$ cat config.mk
export PLATFORM = sky130hd
export DESIGN_NAME = io_input_controller
export DESIGN_NICKNAME = d
export VERILOG_FILES = /design/src/rtl/io_input_controller.sv
export SDC_FILE = /design/constraint.sdc
export NUM_CORES = 1
export LEC_CHECK = 0
export ABC_AREA = 1
export ABC_CLOCK_PERIOD_IN_PS = 2100
export CAP_MARGIN = 10
export CELL_PAD_IN_SITES_DETAIL_PLACEMENT = 0
export CELL_PAD_IN_SITES_GLOBAL_PLACEMENT = 1
export CORE_ASPECT_RATIO = 1.5
export CORE_MARGIN = 2
export CORE_UTILIZATION = 39
export DETAILED_ROUTE_END_ITERATION = 10
export HOLD_SLACK_MARGIN = 0.03
export PLACE_DENSITY = 0.79
export RECOVER_POWER = 25
export SETUP_SLACK_MARGIN = 0.15
export SLEW_MARGIN = 40
export SYNTH_ARGS = -nofsm -noshare
export SYNTH_HDL_FRONTEND = slang
export SYNTH_SLANG_ARGS = --single-unit
$ cat constraint.sdc
create_clock -name clock -period 2.1 [get_ports clock]
set_clock_uncertainty 0.2 [all_clocks]
set_input_delay 0.315 -clock clock [delete_from_list [all_inputs] [get_ports clock]]
set_output_delay 0.315 -clock clock [all_outputs]
set_load 0.01 [all_outputs]
$ cat src/rtl/io_input_controller.sv
// io_input_controller
//
// Input stage of the I/O module. Brings the raw confirm push-button and the
// board switches into the clock domain. Debounces the button and produces a
// single-cycle confirm pulse on each accepted press. Also runs the handshake
// that holds an IN instruction until the user confirms a switch value.
//
// Ports
//   clock          system clock (the only clock)
//   reset          asynchronous, active-high reset
//   confirm_n      raw push-button, active-low, asynchronous
//   switch_raw     raw switches, asynchronous
//   in_req         high while an IN instruction waits for data
//   in_ack         one-cycle pulse: in_data is valid and the request is done
//   in_data        last captured switch value, zero-extended to 32 bits
//   waiting        high while a request is pending and no press has been seen
//   confirm_pulse  one-cycle pulse on every debounced press
//
// state        | meaning
// -------------+-----------------------------------------------------------
// IDLE         | no request pending; presses only produce confirm_pulse
// WAIT_PRESS   | request pending, waiting for a debounced press
// WAIT_RELEASE | value delivered; hold here until the button is released

module io_input_controller #(
    parameter int DEBOUNCE_CYCLES = 1000000,
    parameter int SW_WIDTH        = 10
) (
    input  logic                clock,
    input  logic                reset,
    input  logic                confirm_n,
    input  logic [SW_WIDTH-1:0] switch_raw,
    input  logic                in_req,
    output logic                in_ack,
    output logic [31:0]         in_data,
    output logic                waiting,
    output logic                confirm_pulse
);

    localparam int                CNT_W    = $clog2(DEBOUNCE_CYCLES + 1);
    localparam logic [CNT_W-1:0]  CNT_LAST = CNT_W'(DEBOUNCE_CYCLES - 1);

    typedef enum logic [1:0] {
        IDLE         = 2'd0,
        WAIT_PRESS   = 2'd1,
        WAIT_RELEASE = 2'd2
    } state_t;

    state_t state, state_nxt;

    logic                btn_s1, btn_s2;
    logic [SW_WIDTH-1:0] sw_s1, sw_s2;

    logic                deb_pressed;
    logic [CNT_W-1:0]    deb_cnt;
    logic                mismatch;
    logic                deb_flip;
    logic                press_evt;
    logic                capture;

    // Two-flop synchronizers. The button chain resets to released (1).
    always_ff @(posedge clock or posedge reset) begin
        if (reset) begin
            btn_s1 <= 1'b1;
            btn_s2 <= 1'b1;
            sw_s1  <= '0;
            sw_s2  <= '0;
        end else begin
            btn_s1 <= confirm_n;
            btn_s2 <= btn_s1;
            sw_s1  <= switch_raw;
            sw_s2  <= sw_s1;
        end
    end

    // The accepted level flips once the synchronized level has disagreed
    // with it for DEBOUNCE_CYCLES consecutive cycles. Any agreeing cycle
    // restarts the count.
    assign mismatch  = (~btn_s2) != deb_pressed;
    assign deb_flip  = mismatch && (deb_cnt == CNT_LAST);
    assign press_evt = deb_flip && !deb_pressed;

    always_ff @(posedge clock or posedge reset) begin
        if (reset) begin
            deb_pressed   <= 1'b0;
            deb_cnt       <= '0;
            confirm_pulse <= 1'b0;
        end else begin
            confirm_pulse <= press_evt;
            if (deb_flip) begin
                deb_pressed <= ~deb_pressed;
                deb_cnt     <= '0;
            end else if (mismatch) begin
                deb_cnt <= deb_cnt + CNT_W'(1);
            end else begin
                deb_cnt <= '0;
            end
        end
    end

    always_ff @(posedge clock or posedge reset) begin
        if (reset) begin
            state <= IDLE;
        end else begin
            state <= state_nxt;
        end
    end

    // A dropped request takes priority over a press arriving in that cycle.
    always_comb begin
        state_nxt = state;
        case (state)
            IDLE: begin
                if (in_req) begin
                    state_nxt = WAIT_PRESS;
                end
            end
            WAIT_PRESS: begin
                if (!in_req) begin
                    state_nxt = IDLE;
                end else if (press_evt) begin
                    state_nxt = WAIT_RELEASE;
                end
            end
            WAIT_RELEASE: begin
                if (!deb_pressed) begin
                    state_nxt = IDLE;
                end
            end
            default: state_nxt = IDLE;
        endcase
    end

    always_comb begin
        waiting = 1'b0;
        capture = 1'b0;
        case (state)
            WAIT_PRESS: begin
                waiting = 1'b1;
                capture = in_req && press_evt;
            end
            default: begin
                waiting = 1'b0;
                capture = 1'b0;
            end
        endcase
    end

    // Capture and ack land on the same edge as confirm_pulse.
    always_ff @(posedge clock or posedge reset) begin
        if (reset) begin
            in_ack  <= 1'b0;
            in_data <= '0;
        end else begin
            in_ack <= capture;
            if (capture) begin
                in_data <= 32'(sw_s2);
            end
        end
    end

endmodule

-- After elaboration in Yosys (flattened, before gate mapping)
Index checks and enable logic that the tools add are counted.
- eq/ne operators: 7
- muxes and demuxes: 9
- add/sub/neg operators: 1
- bitwise gates (word level): 2
- reductions and logical operators: 6
- operators by type and width (cell ; number):
    $mux W20 ; 2
    $add A20 B1 Y20 const B ; 1
    $eq A20 B20 Y1 const B ; 1
    $mux W2 ; 4
    $pmux W2 S3 ; 1
    $ne A2 B2 Y1 const B ; 2
    $logic_and A1 B1 Y1 ; 3
    $ne A3 B3 Y1 const B ; 1
    $reduce_and A3 Y1 ; 1
    $eq A2 B1 Y1 const B ; 1
    $eq A2 B2 Y1 const B ; 1
    $logic_not A2 Y1 ; 1
    $mux W1 ; 2
    $not A1 Y1 ; 2
    $logic_not A1 Y1 ; 1
    $ne A1 B1 Y1 ; 1
- output and inout bits: 35
- register bits after elaboration: 57
- logic and storage cells: 35
- input bits: 14

-- Logic depth before layout (Yosys ltp)
Gate-level depths: netlist (run 1).
- word-level depth: 7
- depth in mapped cells: 9
- gate-level depth less buffers: 9

-- Worst setup path before layout (run 1)
OpenSTA, ideal clock, no wires.
- path type: flip-flop to flip-flop
- start: register deb_cnt[0]
- end: register in_data[0]
- data required time: 1.783 ns
- clock period less this slack: 1.646 ns
- stages on the path, launching flop included: 10
- path slack: 0.454 ns
- arrival time: 1.328 ns
- setup time: 0.117 ns
- cells stage by stage: dfrtp_1 ha_1 nand3_4 clkinv_2 nand2_2 nor2_2 nand4_2 buf_6 nand2_1 nand2_1
- longest elaborated chain between the ends: 5
- ends and longest elaborated chain (item ; RTL line ; source):
    start, declared ; 55 ; logic [CNT_W-1:0] deb_cnt;
    start signal, assigned ; 94 ; deb_cnt <= deb_cnt + CNT_W'(1);
    $eq A20 B20 Y1 ; 80 ; assign deb_flip = mismatch && (deb_cnt == CNT_LAST);
    $logic_and A1 B1 Y1 ; 80 ;
    $logic_and A1 B1 Y1 ; 81 ; assign press_evt = deb_flip && !deb_pressed;
    $logic_and A1 B1 Y1 ; 140 ; capture = in_req && press_evt;
    $mux W1 ; 137 ; case (state)
    end signal, assigned ; 157 ; in_data <= 32'(sw_s2);
    end, declared ; 35 ; output logic [31:0] in_data,
Every way passes these cells.
A chain may end at the register's enable or synchronous reset.

-- Worst setup path in the final report (run 1)
- start: register deb_cnt[0]
- end: register deb_cnt[14]
- longest elaborated chain between the ends: 3
- elaborated cells between the ends (all ways): 5
- ends and longest elaborated chain (item ; RTL line ; source):
    $add A20 B1 Y20 / $eq A20 B20 Y1 (equally long branches) ; 94, 80 ;
    $mux W20 / $logic_and A1 B1 Y1 (equally long branches) ; 93, 80 ;
    $mux W20 * ; 90 ; if (deb_flip) begin
Mark *: on every way between the ends. The rest lies on a longest branch, timed or not.

==> impl_metrics.json, run 1 <==
{
  "avgRoutedWirePerCell_um": 12.3,
  "muxShareOfSynthArea": 0,
  "met1Wirelength_mm": 1.94,
  "grt_pass1_wl_mm": 8.47,
  "grt_usage": 0.147,
  "final_core_util": 0.468,
  "yosys_warnings": 0,
  "synth_area_per_cell_um2": 9.17,
  "layout-drive-gt1-share": 0.167,
  "start_util": 0.397,
  "synthXorXnorAreaFrac": 0.0324,
  "die_x_um": 72,
  "htree_levels": 3,
  "cpPeakStageDelay_ps": 420,
  "top_layer": "met4",
  "critPathKind": "reg2reg",
  "dpl.hpwl_mm": 3.74,
  "syn_inst": 295,
  "drtAntennaViolNets": 0,
  "power.total_uw": 2110,
  "cts_tree": "yes",
  "slew_headroom": 0.175,
  "setup_viol": 0,
  "cts_buffers": 9,
  "met3_wirelength_um": 234,
  "diodes": 0,
  "root_buffer": "clkbuf_8",
  "peakVddDrop_mv": 0.309,
  "clk_pin_slew_worst_paths_ps": 60,
  "route.met2.wl_mm": 2.77,
  "io_pins": 49,
  "antenna_found_initial": 0,
  "vias_per_cell": 4.55,
  "vias": 1881,
  "yosys-top-cells-area": "dfrtp_1, nand2_1, buf_4, nor2_1, inv_1",
  "post-cts-setup-buffer-count": 0,
  "hp-class": "reg2reg",
  "critPathLaunchType": "flop",
  "area_growth_pct": 17.7,
  "finalCritPeriodShare": 0.873,
  "worstPathRequired_ps": 2120,
  "drcViolationCount": 0,
  "yosys.area_share.simple": 0.306,
  "status": "complete, no violations",
  "num_rows": 37,
  "min_period_ps": 1830,
  "synthAdderAreaFrac": 0.00463,
  "clock_latency_ps": 330,
  "port_buffers": 26,
  "crit_path_end_kind": "flop",
  "synth_top_area_frac": 0.509,
  "ys_seq_area_frac": 0.528,
  "cpMostUsedCell": "nor2_1",
  "synth_seq_cells": 57,
  "finalSetupTns_ps": 0,
  "overflow": 0,
  "nNetsFinal": 347,
  "timing.fmax_mhz": 545,
  "core_area_um2": 6810,
  "drt_iter0_markers": 99,
  "crit_fanout": 6,
  "die_area_um2": 7630,
  "synth_compound_area_frac": 0.0111,
  "drtPass1Iterations": 4,
  "die_h_um": 106,
  "rsz0062_at_grt": "false",
  "drv_cap": 0,
  "cp_slowest_cell": "dfrtp_1",
  "grt_pass1_vias": 1865,
  "wl_mm": 5.08,
  "synth_top_family_by_area": "simple AND/OR/NAND/NOR gates",
  "numClockSinks": 57,
  "final_common_cell": "nand2_1",
  "tightest_slew_ps": 1240,
  "netlist_area_um2": 2710,
  "p_leak_uw": 0.00152,
  "place.gp.congestion": 0.895,
  "maxSlewViolCount": 0,
  "path_cells": "ha_1 -> nand3_4 -> clkinv_2 -> nand3_2 -> nor2_1 -> nand3b_1 -> nand2_1 -> nor2_1",
  "finalHoldViolCount": 0,
  "power_density_nw_per_um2": 664,
  "ys_types": 32,
  "grt_max_degree": 58,
  "most-common-layout-cells": "nand2_1, dfrtp_1, nor2_1",
  "worstPathArrival_ps": 1850,
  "yosysTopAreaCell": "dfrtp_1",
  "clock_path_buffers": 2
}
## metal layers
metal	GRT usage	vias to the layer above
met3	0.0427	10
li1	-	946
met5	0	-
met1	0.153	872
met2	0.258	53
met4	0.0849	0
## per-stage QoR
stage          hold slack, ps  setup slack [ps]  cells  cell area (µm²)
2_1_floorplan             119               189    316             2780
6_report                  144               266    413             3180
3_3_place_gp              132               236    398             2990
5_1_grt                   156               127    413             3180
4_1_cts                   150               174    412             3160
3_5_place_dp              137               201    398             2990
## repair_timing
item / 4_1_cts / 5_1_grt
setup endpoints to repair: 0 / 12
hold buffers: 0 / 0
resized for setup: 0 / 4
## worst paths after layout
kind,startpoint,endpoint,slack (ps),cells after the start
setup / recovery,deb_cnt[0],deb_cnt[14],270,8
hold / removal,sw_s1[4],sw_s2[4],140,0
setup reg to reg,deb_cnt[0],deb_cnt[14],270,8
hold reg to reg,sw_s1[4],sw_s2[4],140,0
max in group asynchronous,reset,sw_s2[9],430,3
min in group asynchronous,reset,in_ack,510,3
## sequential cells by signal, summed over array words and instances, names as in the netlist, 2 cells and up
register,cells
deb_cnt,20
sw_s2,10
sw_s1,10
state,2
in_data,10
## worst max-delay path: cells and delay by family (launching register included)
kind / cells / cell delay [ps]
flops: 1 / 420
buf+inv: 1 / 110
fa+ha+maj: 1 / 260
simple gates: 6 / 730
## layout make-up
cell class	count	area (µm²)
Tap cell	78	97.6
Fill cell	686	3620
Inverter	33	129
Clock inverter	3	17.5
Timing Repair Buffer	29	283
Sequential cell	57	1430
Clock buffer	11	151
Multi-Input combinational cell	202	1080
## logic make-up after synthesis
kind of cell,after synthesis
AOI/OAI and AO/OA,6
xor gates and xnor gates,10
adders and majority gates,1
buffers and inverters,58
DFF,57
other,1
and+or+nand+nor,162
## report_power, final
group | internal (µW) | switching (µW) | total, µW | leakage (µW)
registers | 1130 | 12.5 | 1140 | 0.000738
clock network | 474 | 403 | 877 | 0.0000871
logic | 30.1 | 67.0 | 97.1 | 0.000691
total | 1630 | 483 | 2110 | 0.00152
## Yosys cell counts
library cell	instances
a21oi_1	5
and2_1	1
buf_2	1
buf_4	22
buf_6	1
clkbuf_1	1
clkinv_2	2
conb_1	1
dfrtp_1	55
dfstp_2	2
ha_1	1
inv_1	25
inv_2	5
inv_4	1
nand2_1	61
nand2_2	8
nand2_4	3
nand3_1	12
nand3_2	2
nand3_4	2
nand3b_1	2
nand4_1	12
nand4_2	1
nor2_1	39
nor2_2	7
nor2_4	4
nor2_8	1
nor3_1	6
o21ai_1	1
or2_1	1
xnor2_1	1
xor2_1	9
Power figures use the tool's default switching activity.
==> run 2, diff against run 1 <==
Settings changed: CORE_MARGIN 2 to 10.
==> run 2 against run 1 <==
Effect of this change: sequential share of layout area rose by 0.34 points; combinational power barely moved; critical path depth shrank 7; wire length is 7.1% higher; via count increased by 0.80%; critical path type is now reg2out; largest cell class unchanged; largest power group unchanged.
==> impl_metrics.json, run 2 (synthesis gave the netlist of run 1 again) <==
{
  "dpl.hpwl_mm": 4.18,
  "crit_fanout": 2,
  "path_cells": "clkdlybuf4s50_1",
  "drtAntennaViolNets": 0,
  "finalSetupTns_ps": 0,
  "cp_num_buf_inv": 1,
  "cpPeakStageDelay_ps": 540,
  "layout-drive-gt1-share": 0.165,
  "num_rows": 37,
  "final.setup.worst_slack_ps": 354,
  "cp_slowest_cell": "clkdlybuf4s50_1",
  "critPathLaunchType": "flop",
  "wl_mm": 5.44,
  "peakVddDrop_mv": 0.287,
  "vias_per_cell": 4.60,
  "p_int_uw": 1630,
  "core_area_um2": 6810,
  "drv_cap": 0,
  "maxSlewViolCount": 0,
  "post-cts-setup-buffer-count": 0,
  "hp-class": "reg2reg",
  "tightest_slew_ps": 1220,
  "rsz0062_at_grt": "false",
  "start_util": 0.397,
  "slew_headroom": 0.184,
  "p_seq_frac": 0.540,
  "largest_reg_flops": 20,
  "holdBufCountCts": 0,
  "cts_resized": 0,
  "worstPathRequired_ps": 1580,
  "grt_pass1_wl_mm": 9.08,
  "nNetsFinal": 346,
  "timing.fmax_mhz": 573,
  "critPathKind": "reg2out",
  "power_density_nw_per_um2": 668,
  "regMostFlops": "deb_cnt",
  "antenna_found_initial": 0,
  "power_frac_clock": 0.412,
  "area_growth_pct": 16.8,
  "p_leak_uw": 0.00152,
  "root_buffer": "clkbuf_8",
  "status": "complete, no violations",
  "p_sw_uw": 477,
  "clock_latency_ps": 340,
  "critPathTopFamily": "buffers and inverters",
  "grt_usage": 0.109,
  "diodes": 0,
  "min_period_ps": 1750,
  "cts_tree": "yes",
  "vias": 1896,
  "io_pins": 49,
  "htree_levels": 3,
  "cts_buffers": 9,
  "die_area_um2": 10700,
  "dp_slack_ps": 241,
  "pwr-share-comb": 0.047,
  "grt_pass1_vias": 2047,
  "worstPathArrival_ps": 1230,
  "die_h_um": 122,
  "port_buffers": 26,
  "avgRoutedWirePerCell_um": 13.2,
  "drt_iter0_markers": 92,
  "die_x_um": 88,
  "clock_path_buffers": 2,
  "drtPass1Iterations": 4,
  "numClockSinks": 57,
  "clk_pin_slew_worst_paths_ps": 60,
  "finalHoldViolCount": 0,
  "hold_slack_ps": 148,
  "final_common_cell": "nand2_1",
  "drcViolationCount": 0,
  "most-common-layout-cells": "nand2_1, dfrtp_1, nor2_1",
  "switching_share": 0.226,
  "setup_viol": 0,
  "crit_path_end_kind": "output pin",
  "overflow": 0,
  "finalCritPeriodShare": 0.832,
  "place.gp.congestion": 0.811,
  "grt_max_degree": 58
}
## run 2: cell types whose count changed in the layout (fill, tap and decap cells not counted), sizes merged
cell,change
nand4,-1
## run 2: worst paths after layout
kind	start	end	slack, ps	depth (start not counted)
max	in_data[1]	in_data[1]	350	1
min	sw_s1[2]	sw_s2[2]	150	0
max reg2reg	deb_cnt[1]	deb_cnt[14]	360	8
min reg2reg	sw_s1[2]	sw_s2[2]	150	0
max in group asynchronous	reset	deb_cnt[10]	450	3
min in group asynchronous	reset	state[1]	480	3
## run 2: through the flow
stage	cells	util	instance area (µm²)	total power, µW
after floorplan	316	-	2780	1250
after global placement	398	0.440	2990	1270
after detailed placement	398	0.440	2990	1270
after CTS	412	0.464	3160	2150
after global routing	412	0.464	3160	2210
final	412	0.464	3160	2110
## run 2: area by class of cell
cell class	instances	area [µm²]
Clock buffer	11	151
Clock inverter	3	17.5
Fill cell	666	3650
Inverter	33	131
Multi-Input combinational cell	201	1050
Sequential cell	57	1430
Tap cell	78	97.6
Timing Repair Buffer	29	283
## run 2: routing by layer
| metal | vias up | track usage | share of wire | wire length, µm |
|---|---|---|---|---|
| li1 | 943 | - | - | - |
| met1 | 895 | 0.109 | 0.40 | 2170 |
| met2 | 50 | 0.186 | 0.52 | 2860 |
| met3 | 8 | 0.0407 | 0.051 | 277 |
| met4 | 0 | 0.0660 | 0.026 | 141 |
| met5 | - | 0 | 0 | 0 |
## run 2: power groups by stage
stage          registers [µW]  logic [µW]  clock network (µW)
5_1_grt                  1140         115                 956
3_5_place_dp             1160         109                   0
3_3_place_gp             1160         109                   0
6_report                 1140         100                 870
2_1_floorplan            1160        90.9                   0
4_1_cts                  1140         109                 906
## run 2: worst register-to-register path: stages, from the launching register on
cell and delay (ps):
dfrtp_1 360, ha_1 240, nand3_4 140, clkinv_2 120, nand3_2 110, nor2_1 230
nand3b_1 110, nand2_1 80, nor2_1 40
==> run 3, diff against run 2 <==
Settings changed: ABC_CLOCK_PERIOD_IN_PS 2100 to 1800.
Clock period 2.1 ns to 1.8 ns, I/O delays scaled along.
==> run 3 against run 2 <==
Effect of this change: sequential share of layout area decreased by 4.8 points; global-route usage grew 0.20 points; worst setup slack got worse by 200 ps; die area unchanged; critical path type is now reg2reg.
==> impl_metrics.json, run 3 (synthesis gave the netlist of run 1 again) <==
{
  "grt_pass1_vias": 2002,
  "worstPathArrival_ps": 1680,
  "timing.fmax_mhz": 607,
  "final_core_util": 0.522,
  "drv_cap": 0,
  "drtAntennaViolNets": 0,
  "antenna_found_initial": 0,
  "numClockSinks": 57,
  "grt_pass1_wl_mm": 9.40,
  "finalCritPeriodShare": 0.915,
  "finalSetupTns_ps": 0,
  "area_growth_pct": 31.4,
  "p_seq_frac": 0.485,
  "place.gp.congestion": 0.876,
  "critPathTopFamily": "simple AND/OR/NAND/NOR gates",
  "regMostFlops": "deb_cnt",
  "die_x_um": 88,
  "wl_mm": 5.85,
  "cts_buffers": 9,
  "critPathLaunchType": "flop",
  "start_util": 0.397,
  "cts_tree": "yes",
  "grt_usage": 0.111,
  "finalHoldViolCount": 0,
  "worstPathRequired_ps": 1830,
  "path_cells": "ha_4 -> nand3_4 -> clkinv_4 -> nand2_4 -> nor2_4 -> nand4_4 -> clkbuf_16 -> nand2_4 -> nand2_2",
  "p_sw_uw": 606,
  "power_frac_clock": 0.462,
  "nNetsFinal": 368,
  "drt_iter0_markers": 75,
  "fin_area_um2": 3550,
  "largest_reg_flops": 20,
  "clock_path_buffers": 2,
  "cpMostUsedCell": "nand2_4",
  "slew_headroom": 0.660,
  "clk_pin_slew_worst_paths_ps": 70,
  "status": "complete, no violations",
  "layout-drive-gt1-share": 0.319,
  "most-common-layout-cells": "dfrtp_1, nand2_1, nor2_1",
  "min_period_ps": 1650,
  "root_buffer": "clkbuf_8",
  "power_density_nw_per_um2": 771,
  "crit_path_end_kind": "flop",
  "grt_max_degree": 49,
  "tightest_slew_ps": 508,
  "core_area_um2": 6810,
  "htree_levels": 3,
  "die_area_um2": 10700,
  "io_pins": 49,
  "port_buffers": 26,
  "critPathKind": "reg2reg",
  "overflow": 0,
  "vias": 1984,
  "cp_num_buf_inv": 2,
  "num_rows": 37,
  "p_leak_uw": 0.00172,
  "die_h_um": 122,
  "setup_viol": 0,
  "crit_fanout": 6,
  "final_common_cell": "dfrtp_1",
  "vias_per_cell": 4.56,
  "drcViolationCount": 0,
  "hp-class": "reg2reg",
  "cpPeakStageDelay_ps": 390,
  "avgRoutedWirePerCell_um": 13.4,
  "pwr-share-comb": 0.053,
  "clock_latency_ps": 340,
  "dpl.hpwl_mm": 4.08,
  "cp_slowest_cell": "dfrtp_1",
  "diodes": 0,
  "p_int_uw": 2140,
  "drtPass1Iterations": 4,
  "maxSlewViolCount": 0,
  "place_area_um2": 3050,
  "switching_share": 0.221,
  "peakVddDrop_mv": 0.395,
  "rsz0062_at_grt": "true"
}
run 3: cell types whose count changed in the layout (fill, tap and decap cells not counted), moves of 12 or more:
cell	previous run	this run
nand2_1	61	42
buf_4	2	20
dlygate4sd2_1	0	13
clkdlybuf4s50_1	14	2
nand2_2	8	20
run 3: power groups by stage:
stage / clock [µW] / combinational [µW] / sequential [µW]
after CTS: 1310 / 140 / 1330
after floorplan: 0 / 106 / 1350
after detailed placement: 0 / 129 / 1350
after global routing: 1350 / 164 / 1330
final: 1270 / 146 / 1330
after global placement: 0 / 129 / 1350
run 3: per-stage QoR:
| stage | power, µW | hold slack, ps | setup slack, ps | std cells |
|---|---|---|---|---|
| floorplan | 1460 | 74.5 | 154 | 316 |
| global placement | 1480 | 134 | 87.5 | 404 |
| detailed placement | 1480 | 135 | 79.5 | 404 |
| CTS | 2780 | 113 | 142 | 424 |
| global route | 2850 | 151 | 41.3 | 435 |
| finish | 2740 | 143 | 152 | 435 |
run 3: cell type report:
cell class	count	area (µm²)
fillers	616	3250
flip-flops and latches	57	1440
multi-input cells	202	1200
repair buffers	50	469
inverters	33	139
clock buffers	9	124
well taps	78	97.6
clock inverters	6	83.8
run 3: worst paths after layout:
check	from	endpoint	slack, ps	cells after the start
min reg2reg	sw_s1[5]	sw_s2[5]	140	0
max reg2reg	deb_cnt[0]	in_data[2]	150	9
max in group asynchronous	reset	deb_cnt[4]	180	4
max	deb_cnt[0]	in_data[2]	150	9
min in group asynchronous	reset	deb_cnt[12]	630	3
min	sw_s1[5]	sw_s2[5]	140	0
run 3: repair_timing:
item / CTS / global route
hold buffers: 1 / 0
buffers inserted: 4 / 9
pin swaps: 1 / 11
endpoints found under the hold margin: 7 / 0
resized for setup: 17 / 49
endpoints found under the setup margin: 34 / 23
cloned: 0 / 2
run 3: metal layers:
layer  vias up  global-route usage  routed length, µm
met2        52               0.182               3120
met1       926               0.123               2290
li1        992                   -                  -
met4         0              0.0640                164
met3        14              0.0327                278
met5         -                   0                  0
run 3: worst reg2reg max path, stage by stage (launching register included):
cell and delay (ps):
dfrtp_1 390, ha_4 170, nand3_4 130, clkinv_4 110, nand2_4 50, nor2_4 90, nand4_4 120, clkbuf_16 200
nand2_4 50, nand2_2 40
